<file path="src/rtl/mem_resp_pkg.sv">
// mem_resp_pkg
// Shared types and widths for the mem_responder slice.
//   mode_t  : operation code carried with a transfer strobe
//   state_t : bus-responder FSM states
//   ADDR_W / DATA_W / MEM_DEPTH : storage geometry (256 x 8)
package mem_resp_pkg;

  localparam int ADDR_W    = 8;
  localparam int DATA_W    = 8;
  localparam int MEM_DEPTH = 1 << ADDR_W;

  typedef enum logic [1:0] {
    MODE_NOP   = 2'b00,
    MODE_READ  = 2'b01,
    MODE_WRITE = 2'b10,
    MODE_RSVD  = 2'b11
  } mode_t;

  typedef enum logic [1:0] {
    IDLE   = 2'd0,
    GRANT  = 2'd1,
    ACCESS = 2'd2,
    DONE   = 2'd3
  } state_t;

endpackage

</file>
<file path="src/rtl/mem_array.sv">
// mem_array
// 256 x 8 storage with a synchronous write port and a combinational read
// port. The contents are deliberately not reset so that an aborted
// transfer leaves previously written data intact.
//   clk     : write clock
//   wr_en   : write strobe, commits wr_data to wr_addr on the rising edge
//   wr_addr : write address
//   wr_data : write data
//   rd_addr : read address
//   rd_data : combinational read data
module mem_array
  import mem_resp_pkg::*;
(
  input  logic              clk,
  input  logic              wr_en,
  input  logic [ADDR_W-1:0] wr_addr,
  input  logic [DATA_W-1:0] wr_data,
  input  logic [ADDR_W-1:0] rd_addr,
  output logic [DATA_W-1:0] rd_data
);

  logic [DATA_W-1:0] mem [MEM_DEPTH];

  always_ff @(posedge clk) begin
    if (wr_en) begin
      mem[wr_addr] <= wr_data;
    end
  end

  assign rd_data = mem[rd_addr];

endmodule

</file>
<file path="src/rtl/mem_responder.sv">
// mem_responder
// Single-initiator bus responder in front of a 256 x 8 memory. An
// initiator raises req, receives gnt, issues a one-cycle start with
// mode/addr/data_in, and after WAIT_STATES access cycles gets a one-cycle
// rdy pulse (with read data, or err for the reserved opcode).
//   clk      : clock, all state updates on rising edge
//   rst_n    : asynchronous active-low reset
//   req      : bus request
//   start    : transfer strobe, only honoured while gnt=1
//   mode     : 00 NOP, 01 READ, 10 WRITE, 11 reserved
//   addr     : byte address
//   data_in  : write data, sampled with start
//   gnt      : bus granted
//   rdy      : one-cycle completion pulse
//   data_out : read data, non-zero only on a READ completion
//   data_oe  : responder drives data (READ completion only)
//   err      : reserved-opcode completion flag, coincident with rdy
module mem_responder
  import mem_resp_pkg::*;
#(
  parameter int WAIT_STATES = 2,
  parameter int GNT_TIMEOUT = 8
) (
  input  logic              clk,
  input  logic              rst_n,
  input  logic              req,
  input  logic              start,
  input  logic [1:0]        mode,
  input  logic [ADDR_W-1:0] addr,
  input  logic [DATA_W-1:0] data_in,
  output logic              gnt,
  output logic              rdy,
  output logic [DATA_W-1:0] data_out,
  output logic              data_oe,
  output logic              err
);

  localparam logic [3:0] WAIT_INIT = 4'(WAIT_STATES);
  // Timeout counter counts from 0, so the last granted cycle is at N-1.
  localparam logic [7:0] TO_LAST   = 8'(GNT_TIMEOUT - 1);

  state_t            state_reg, state_next;
  logic [3:0]        wcnt_reg, wcnt_next;
  logic [7:0]        tcnt_reg, tcnt_next;
  // Set when the grant times out; blocks regrant until req is seen low.
  logic              lock_reg, lock_next;
  mode_t             mode_reg;
  logic [ADDR_W-1:0] addr_reg;
  logic [DATA_W-1:0] data_reg;

  logic              capture;
  logic              wr_en;
  logic [ADDR_W-1:0] wr_addr;
  logic [DATA_W-1:0] wr_data;
  logic [DATA_W-1:0] rd_data;
  logic              in_done;

  // State register and captured transfer attributes.
  always_ff @(posedge clk or negedge rst_n) begin
    if (!rst_n) begin
      state_reg <= IDLE;
      wcnt_reg  <= '0;
      tcnt_reg  <= '0;
      lock_reg  <= 1'b0;
      mode_reg  <= MODE_NOP;
      addr_reg  <= '0;
      data_reg  <= '0;
    end else begin
      state_reg <= state_next;
      wcnt_reg  <= wcnt_next;
      tcnt_reg  <= tcnt_next;
      lock_reg  <= lock_next;
      if (capture) begin
        mode_reg <= mode_t'(mode);
        addr_reg <= addr;
        data_reg <= data_in;
      end
    end
  end

  // Next-state and memory-write decode.
  always_comb begin
    state_next = state_reg;
    wcnt_next  = wcnt_reg;
    tcnt_next  = tcnt_reg;
    lock_next  = lock_reg & req;
    capture    = 1'b0;
    wr_en      = 1'b0;
    wr_addr    = addr_reg;
    wr_data    = data_reg;

    case (state_reg)
      IDLE: begin
        tcnt_next = '0;
        if (req && !lock_reg) begin
          state_next = GRANT;
        end
      end

      GRANT: begin
        if (start) begin
          capture   = 1'b1;
          tcnt_next = '0;
          if (WAIT_STATES == 0) begin
            // No access cycles: the write commits on the same edge that
            // samples start, so take address/data straight from the inputs.
            state_next = DONE;
            wcnt_next  = '0;
            wr_en      = (mode == MODE_WRITE);
            wr_addr    = addr;
            wr_data    = data_in;
          end else begin
            state_next = ACCESS;
            wcnt_next  = WAIT_INIT;
          end
        end else if (!req) begin
          state_next = IDLE;
          tcnt_next  = '0;
        end else if (tcnt_reg == TO_LAST) begin
          state_next = IDLE;
          tcnt_next  = '0;
          lock_next  = 1'b1;
        end else begin
          tcnt_next = tcnt_reg + 8'd1;
        end
      end

      ACCESS: begin
        if (wcnt_reg <= 4'd1) begin
          state_next = DONE;
          wcnt_next  = '0;
          wr_en      = (mode_reg == MODE_WRITE);
        end else begin
          wcnt_next = wcnt_reg - 4'd1;
        end
      end

      DONE: begin
        state_next = IDLE;
      end

      default: begin
        state_next = IDLE;
      end
    endcase
  end

  mem_array u_mem (
    .clk     (clk),
    .wr_en   (wr_en),
    .wr_addr (wr_addr),
    .wr_data (wr_data),
    .rd_addr (addr_reg),
    .rd_data (rd_data)
  );

  // Outputs decode from registered state only, so the asynchronous reset
  // clears them without waiting for a clock edge.
  assign in_done  = (state_reg == DONE);
  assign gnt      = (state_reg == GRANT);
  assign rdy      = in_done;
  assign err      = in_done && (mode_reg == MODE_RSVD);
  assign data_oe  = in_done && (mode_reg == MODE_READ);
  assign data_out = data_oe ? rd_data : '0;

endmodule

</file>
<file path="config.mk">
export PLATFORM = sky130hd
export DESIGN_NAME = mem_responder
export DESIGN_NICKNAME = d
export VERILOG_FILES = /design/src/rtl/mem_resp_pkg.sv /design/src/rtl/mem_array.sv /design/src/rtl/mem_responder.sv
export SDC_FILE = /design/constraint.sdc
export NUM_CORES = 2
export LEC_CHECK = 0
export ABC_AREA = 1
export BUFFER_PORTS_ARGS = -buffer_cell sky130_fd_sc_hd__buf_2
export CAP_MARGIN = 20
export CELL_PAD_IN_SITES_DETAIL_PLACEMENT = 1
export CELL_PAD_IN_SITES_GLOBAL_PLACEMENT = 1
export CORE_MARGIN = 4
export CORE_UTILIZATION = 40
export CTS_CLUSTER_DIAMETER = 100
export DETAILED_ROUTE_END_ITERATION = 8
export PLACE_DENSITY_LB_ADDON = 0.1
export SKIP_CTS_REPAIR_TIMING = 1
export SLEW_MARGIN = 20
export SYNTH_ARGS = -nofsm -noshare
export SYNTH_HDL_FRONTEND = slang
export SYNTH_SLANG_ARGS = --single-unit
</file>
<file path="constraint.sdc">
create_clock -name clk -period 8.2 [get_ports clk]
set_input_delay 0.41 -clock clk [delete_from_list [all_inputs] [get_ports clk]]
set_output_delay 0.41 -clock clk [all_outputs]
set_load 0.1 [all_outputs]
</file>
# Yosys cells after proc, flatten, opt, wreduce, memory -nomap -nowiden
# Memory sizes are Yosys's and may differ from the RTL's.
# Cells that the tools add are included.
[word_totals]
in_bits = 22
latch_bits = 0
reg_bits = 33
ramBits = 2048
output_inout_bits = 12
memories = 1
wordCells = 56
rom_bits = 0
[mem_list]
columns = ["memory", "depth", "word_bits", "read_ports", "rd_clocked_by_memory_dff", "wr", "line", "source"]
rows = [
  ["u_mem.mem", 256, 8, 1, 0, 1, "mem_array.sv:22", "logic [DATA_W-1:0] mem [MEM_DEPTH];"],
]
[op_classes]
shifts = 0
order_cmp = 1
n_mux = 24
bitwise_logic = 1
n_div = 0
eq_ne = 11
multipliers = 0
add_sub_neg = 2
n_reduce_logical = 9
[ops]
columns = ["cell", "n"]
rows = [
  ["$mux 8", 4],
  ["$pmux 8 s2", 1],
  ["$mux 1", 10],
  ["$mux 2", 5],
  ["$add 8x1->8 const B", 1],
  ["$eq 2x2->1 const B", 4],
  ["$eq 8x3->1 const B", 1],
  ["$mux 4", 2],
  ["$pmux 2 s4", 1],
  ["$pmux 4 s2", 1],
  ["$ne 2x2->1 const B", 3],
  ["$eq 2x1->1 const B", 2],
  ["$le 4x1->1 const B", 1],
  ["$ne 4x3->1 const B", 1],
  ["$reduce_bool 2->1", 2],
  ["$sub 4x1->4 const B", 1],
  ["$logic_and 1x1->1", 3],
  ["$reduce_and 3->1", 1],
  ["$logic_not 2->1", 1],
  ["$reduce_and 2->1", 1],
  ["$and 1x1->1", 1],
  ["$logic_not 1->1", 1],
]

# Depth between registers and ports, before layout
[logic_depth]
word_depth = 5
depth_mapped = 18
mapped_depth_nobuf = 15

# Cells and area by module
# Synthesis repeated with hierarchy kept, for this count alone.
[hier_totals]
hier_cells = 7204
area_unflattened_um2 = 84912.7
[by_module_without_submodules]
columns = ["mod", "seq_area_each_um2", "n_inst", "cells_per_inst", "area_per_inst_um2"]
rows = [
  ["mem_array", 61499.0, 1, 6995, 83236.1],
  ["mem_responder", 825.8, 1, 209, 1676.6],
]

# Worst setup path before layout
# Ideal clock, no wire load.
[synth_path]
kind = "register to output"
startpoint = "register (tool-made name)"
endpoint = "output port data_out[0]"
t_arrival_ps = 4540
t_required_ps = 7790
n_path_buf = 1
stages_incl_launch_ff = 6
slack_ps = 3250
path_cell_list = "dfrtp_1 > buf_2 > nand2_1 > nor3_1 > inv_1 > nor2_1"
[synth_lines]
columns = ["item", "line", "source"]
rows = [
  ["end, declared", "mem_responder.sv:33", "output logic [DATA_W-1:0] data_out,"],
]

# Worst setup path in the final report
[layout_path]
startpoint = "register addr_reg[0]"
endpoint = "output port data_out[3]"
[layout_via]
elab_chain_cells = 2
[layout_rtl]
columns = ["item", "line", "source"]
rows = [
  ["start, declared", "mem_responder.sv:48", "logic [ADDR_W-1:0] addr_reg;"],
  ["start signal, assigned", "mem_responder.sv:75", "addr_reg <= addr;"],
  ["$mem_v2 256x8", "n/a", ""],
  ["$mux 8", "mem_responder.sv:164", "assign data_out = data_oe ? rd_data : '0;"],
]
# Every way passes these cells.

==> impl_metrics.json <==
{
  "wl_per_cell_um": 23.83,
  "antenna_found_initial": 11,
  "min_path_type": "primary input to async pin",
  "dieArea_sq_um": 224700,
  "io_pins": 34,
  "fill_cells": 23495,
  "timing_worst_setup_path_type": "register to primary output",
  "ys_warn_count": 0,
  "ff_latch_area_sq_um": 62360,
  "skew_ns": 0.04414,
  "multiInputGateArea_sq_um": 22460,
  "tightest_slew_ns": 1.121,
  "drt_iter0_drc": 4094,
  "holdWs_ns": 0.1874,
  "period_minus_slack_ns": 6.012,
  "largest-register": "u_mem.mem",
  "gp_congestion": 0.8012,
  "cts_made_buffers": 220,
  "final_cell_mix": "nand2_1, edfxtp_1, nor2_1",
  "syn_area_per_cell_sq_um": 10.33,
  "overflow": 0,
  "hpwl_um": 153600,
  "numPlacedInstances": 10941,
  "max_freq_ghz": 0.1663,
  "die_h_um": 474.1,
  "muxShareOfSynthArea_pct": 0.1166,
  "initial_core_util_pct": 40.36,
  "cts_num_sinks": 2081,
  "htree_levels": 4,
  "finalNonFillerCells": 11374,
  "synth_adder_area_share_pct": 0.04320,
  "ys_seq_elements": 2081,
  "irDropWorstVdd_v": 0.0003588,
  "setup_violations": 0,
  "drv_cap": 0,
  "hold_viol_final": 0,
  "routed_via_density": 5.146,
  "synthCells": 8408,
  "design.core.area_sq_um": 215300,
  "synth_top_family_by_area": "simple AND/OR/NAND/NOR gates",
  "track_usage_pct": 23.95,
  "num_vias": 58534,
  "cts_tree": "yes",
  "power_leakage_nw": 38.38,
  "drv_slew": 0,
  "yosysUniqueCellTypes": 26,
  "die_w_um": 474.1,
  "synth_compound_area_share_pct": 0.2635,
  "grt_pass1_vias": 59900,
  "layout.nets": 8372,
  "final_layout_size_suffix_gt1_share_pct": 5.485,
  "ant_nets": 0,
  "startpoint_type": "register",
  "firstDrtPassIters": 5,
  "finalSetupTns_ns": 0,
  "synthSimpleGateAreaFrac_pct": 25.32,
  "fin_crit_sh_pct": 73.31,
  "worstPathRequired_ns": 7.79,
  "largest_reg_flops": 2048,
  "clk_latency_ns": 0.87,
  "critPathArrivalTime_ns": 5.60,
  "syn_to_final_growth_pct": 11.40,
  "synthesis.area_sq_um": 86880,
  "power.density_nw_per_um2": 364.8,
  "slew_headroom_pct": 25.11,
  "endpoint_kind": "primary output",
  "clock-root-buffer": "clkbuf_16",
  "clockBufferDepth": 3,
  "syn-num-nets": 8433,
  "drc": 0,
  "synth_xor_xnor_area_share_pct": 0.01008,
  "portBuffers": 33,
  "grt_max_degree": 174,
  "ys_seq_area_share_pct": 71.73,
  "routed_wirelength_um": 271100,
  "grt_pass1_wl_um": 400800,
  "clk_pin_slew_worst_paths_ns": 0.06,
  "rsz0062_at_grt": "false",
  "status": "finished clean",
  "worstPathMaxFanout": 133,
  "row_count": 170,
  "final_common_cell": "nand2_1"
}
==> path summary, 6_finish.rpt <==
| check | cells past startpoint | start | end | slack (ns) |
|---|---|---|---|---|
| max in group asynchronous | 3 | rst_n | addr_reg[1] | 7.48 |
| min in group clk | 3 | mode[1] | mode_reg[1] | 0.31 |
| max | 17 | addr_reg[0] | data_out[3] | 2.19 |
| min reg2reg | 1 | tcnt_reg[1] | tcnt_reg[1] | 0.55 |
| max reg2reg | 6 | register | u_mem.mem[34][5] | 3.63 |
| min | 3 | rst_n | state_reg[0] | 0.19 |
==> where the power goes <==
part           leakage [nW]  total [mW]  switching, mW  internal, mW
Clock                  3.39        9.74           4.23          5.51
Sequential             18.8        13.8          0.396          13.4
Combinational          16.2        11.8           9.37          2.44
Total                  38.4        35.3           14.0          21.3
==> cells in the mapped netlist (all sizes together) <==
| cell | number | area, sq um |
|---|---|---|
| a21oi | 24 | 120.1 |
| a221oi | 1 | 8.760 |
| a22o | 1 | 8.760 |
| and3 | 2 | 12.51 |
| buf | 269 | 1439 |
| clkbuf | 162 | 608.1 |
| clkinv | 1 | 3.750 |
| dfrtp | 33 | 825.8 |
| edfxtp | 2048 | 61500 |
| ha | 3 | 37.54 |
| inv | 35 | 131.4 |
| mux2 | 9 | 101.4 |
| nand2 | 5009 | 18800 |
| nand3 | 154 | 770.7 |
| nand4 | 3 | 18.77 |
| nor2 | 626 | 2350 |
| nor3 | 7 | 35.03 |
| nor4 | 2 | 12.51 |
| o21ai | 17 | 85.08 |
| o22ai | 1 | 6.260 |
| xor2 | 1 | 8.760 |
==> per-stage QoR <==
step / power [mW] / utilization (%) / cell area [sq um] / setup slack [ns]
6_report: 35.31 / 44.97 / 96790 / 2.188
5_1_grt: 37.18 / 44.96 / 96790 / 1.906
4_1_cts: 35.64 / 44.86 / 96560 / 1.992
3_5_place_dp: 25.91 / 41.64 / 89630 / 2.944
3_3_place_gp: 25.76 / 41.64 / 89630 / 3.012
2_1_floorplan: 21.00 / - / 86880 / 3.250
==> metal layers <==
metal | GRT usage [%] | vias to the layer above | part of all wire, %
met5 | 0 | - | 0
met4 | 6.352 | 0 | 2.5
met3 | 2.703 | 310 | 4.0
met2 | 40.09 | 1126 | 48
met1 | 33.33 | 29859 | 45
li1 | - | 27239 | -
==> final cells by class <==
| type | count | share of cell area [%] |
|---|---|---|
| Timing Repair Buffer | 148 | 1.365 |
| Antenna cell | 4 | 0.01034 |
| Clock buffer | 276 | 6.056 |
| Clock inverter | 131 | 1.104 |
| Tap cell | 2838 | 3.669 |
| Inverter | 36 | 0.1655 |
| Multi-Input combinational cell | 5860 | 23.20 |
| Sequential cell | 2081 | 64.43 |
==> worst max-delay path, cell delays in order (launching register included) <==
cell	delay (ns)
dfrtp_4	0.52
buf_4	0.68
buf_12	0.51
nand2_1	0.11
nand2_1	0.10
nand2_1	0.05
nand2_1	0.09
nand2_1	0.07
nand2_1	0.22
nor2_1	0.12
nor2_1	0.31
nor2_1	0.09
nand2_1	0.11
nand2_1	0.08
nand2_1	0.36
nor2_1	0.07
nor2_1	0.36
buf_2	0.51
==> kinds of logic (layout without fill, tap and decap cells) <==
kind of cell,count (synthesis),count (layout)
AOI/OAI and AO/OA,44,44
and+or+nand+nor,5803,5803
DFF,2081,2081
xor gates and xnor gates,1,1
muxes,9,9
buffers and inverters,467,591
other,0,4
adders and majority gates,3,3
No activity file was read; power rests on OpenSTA's default activity.
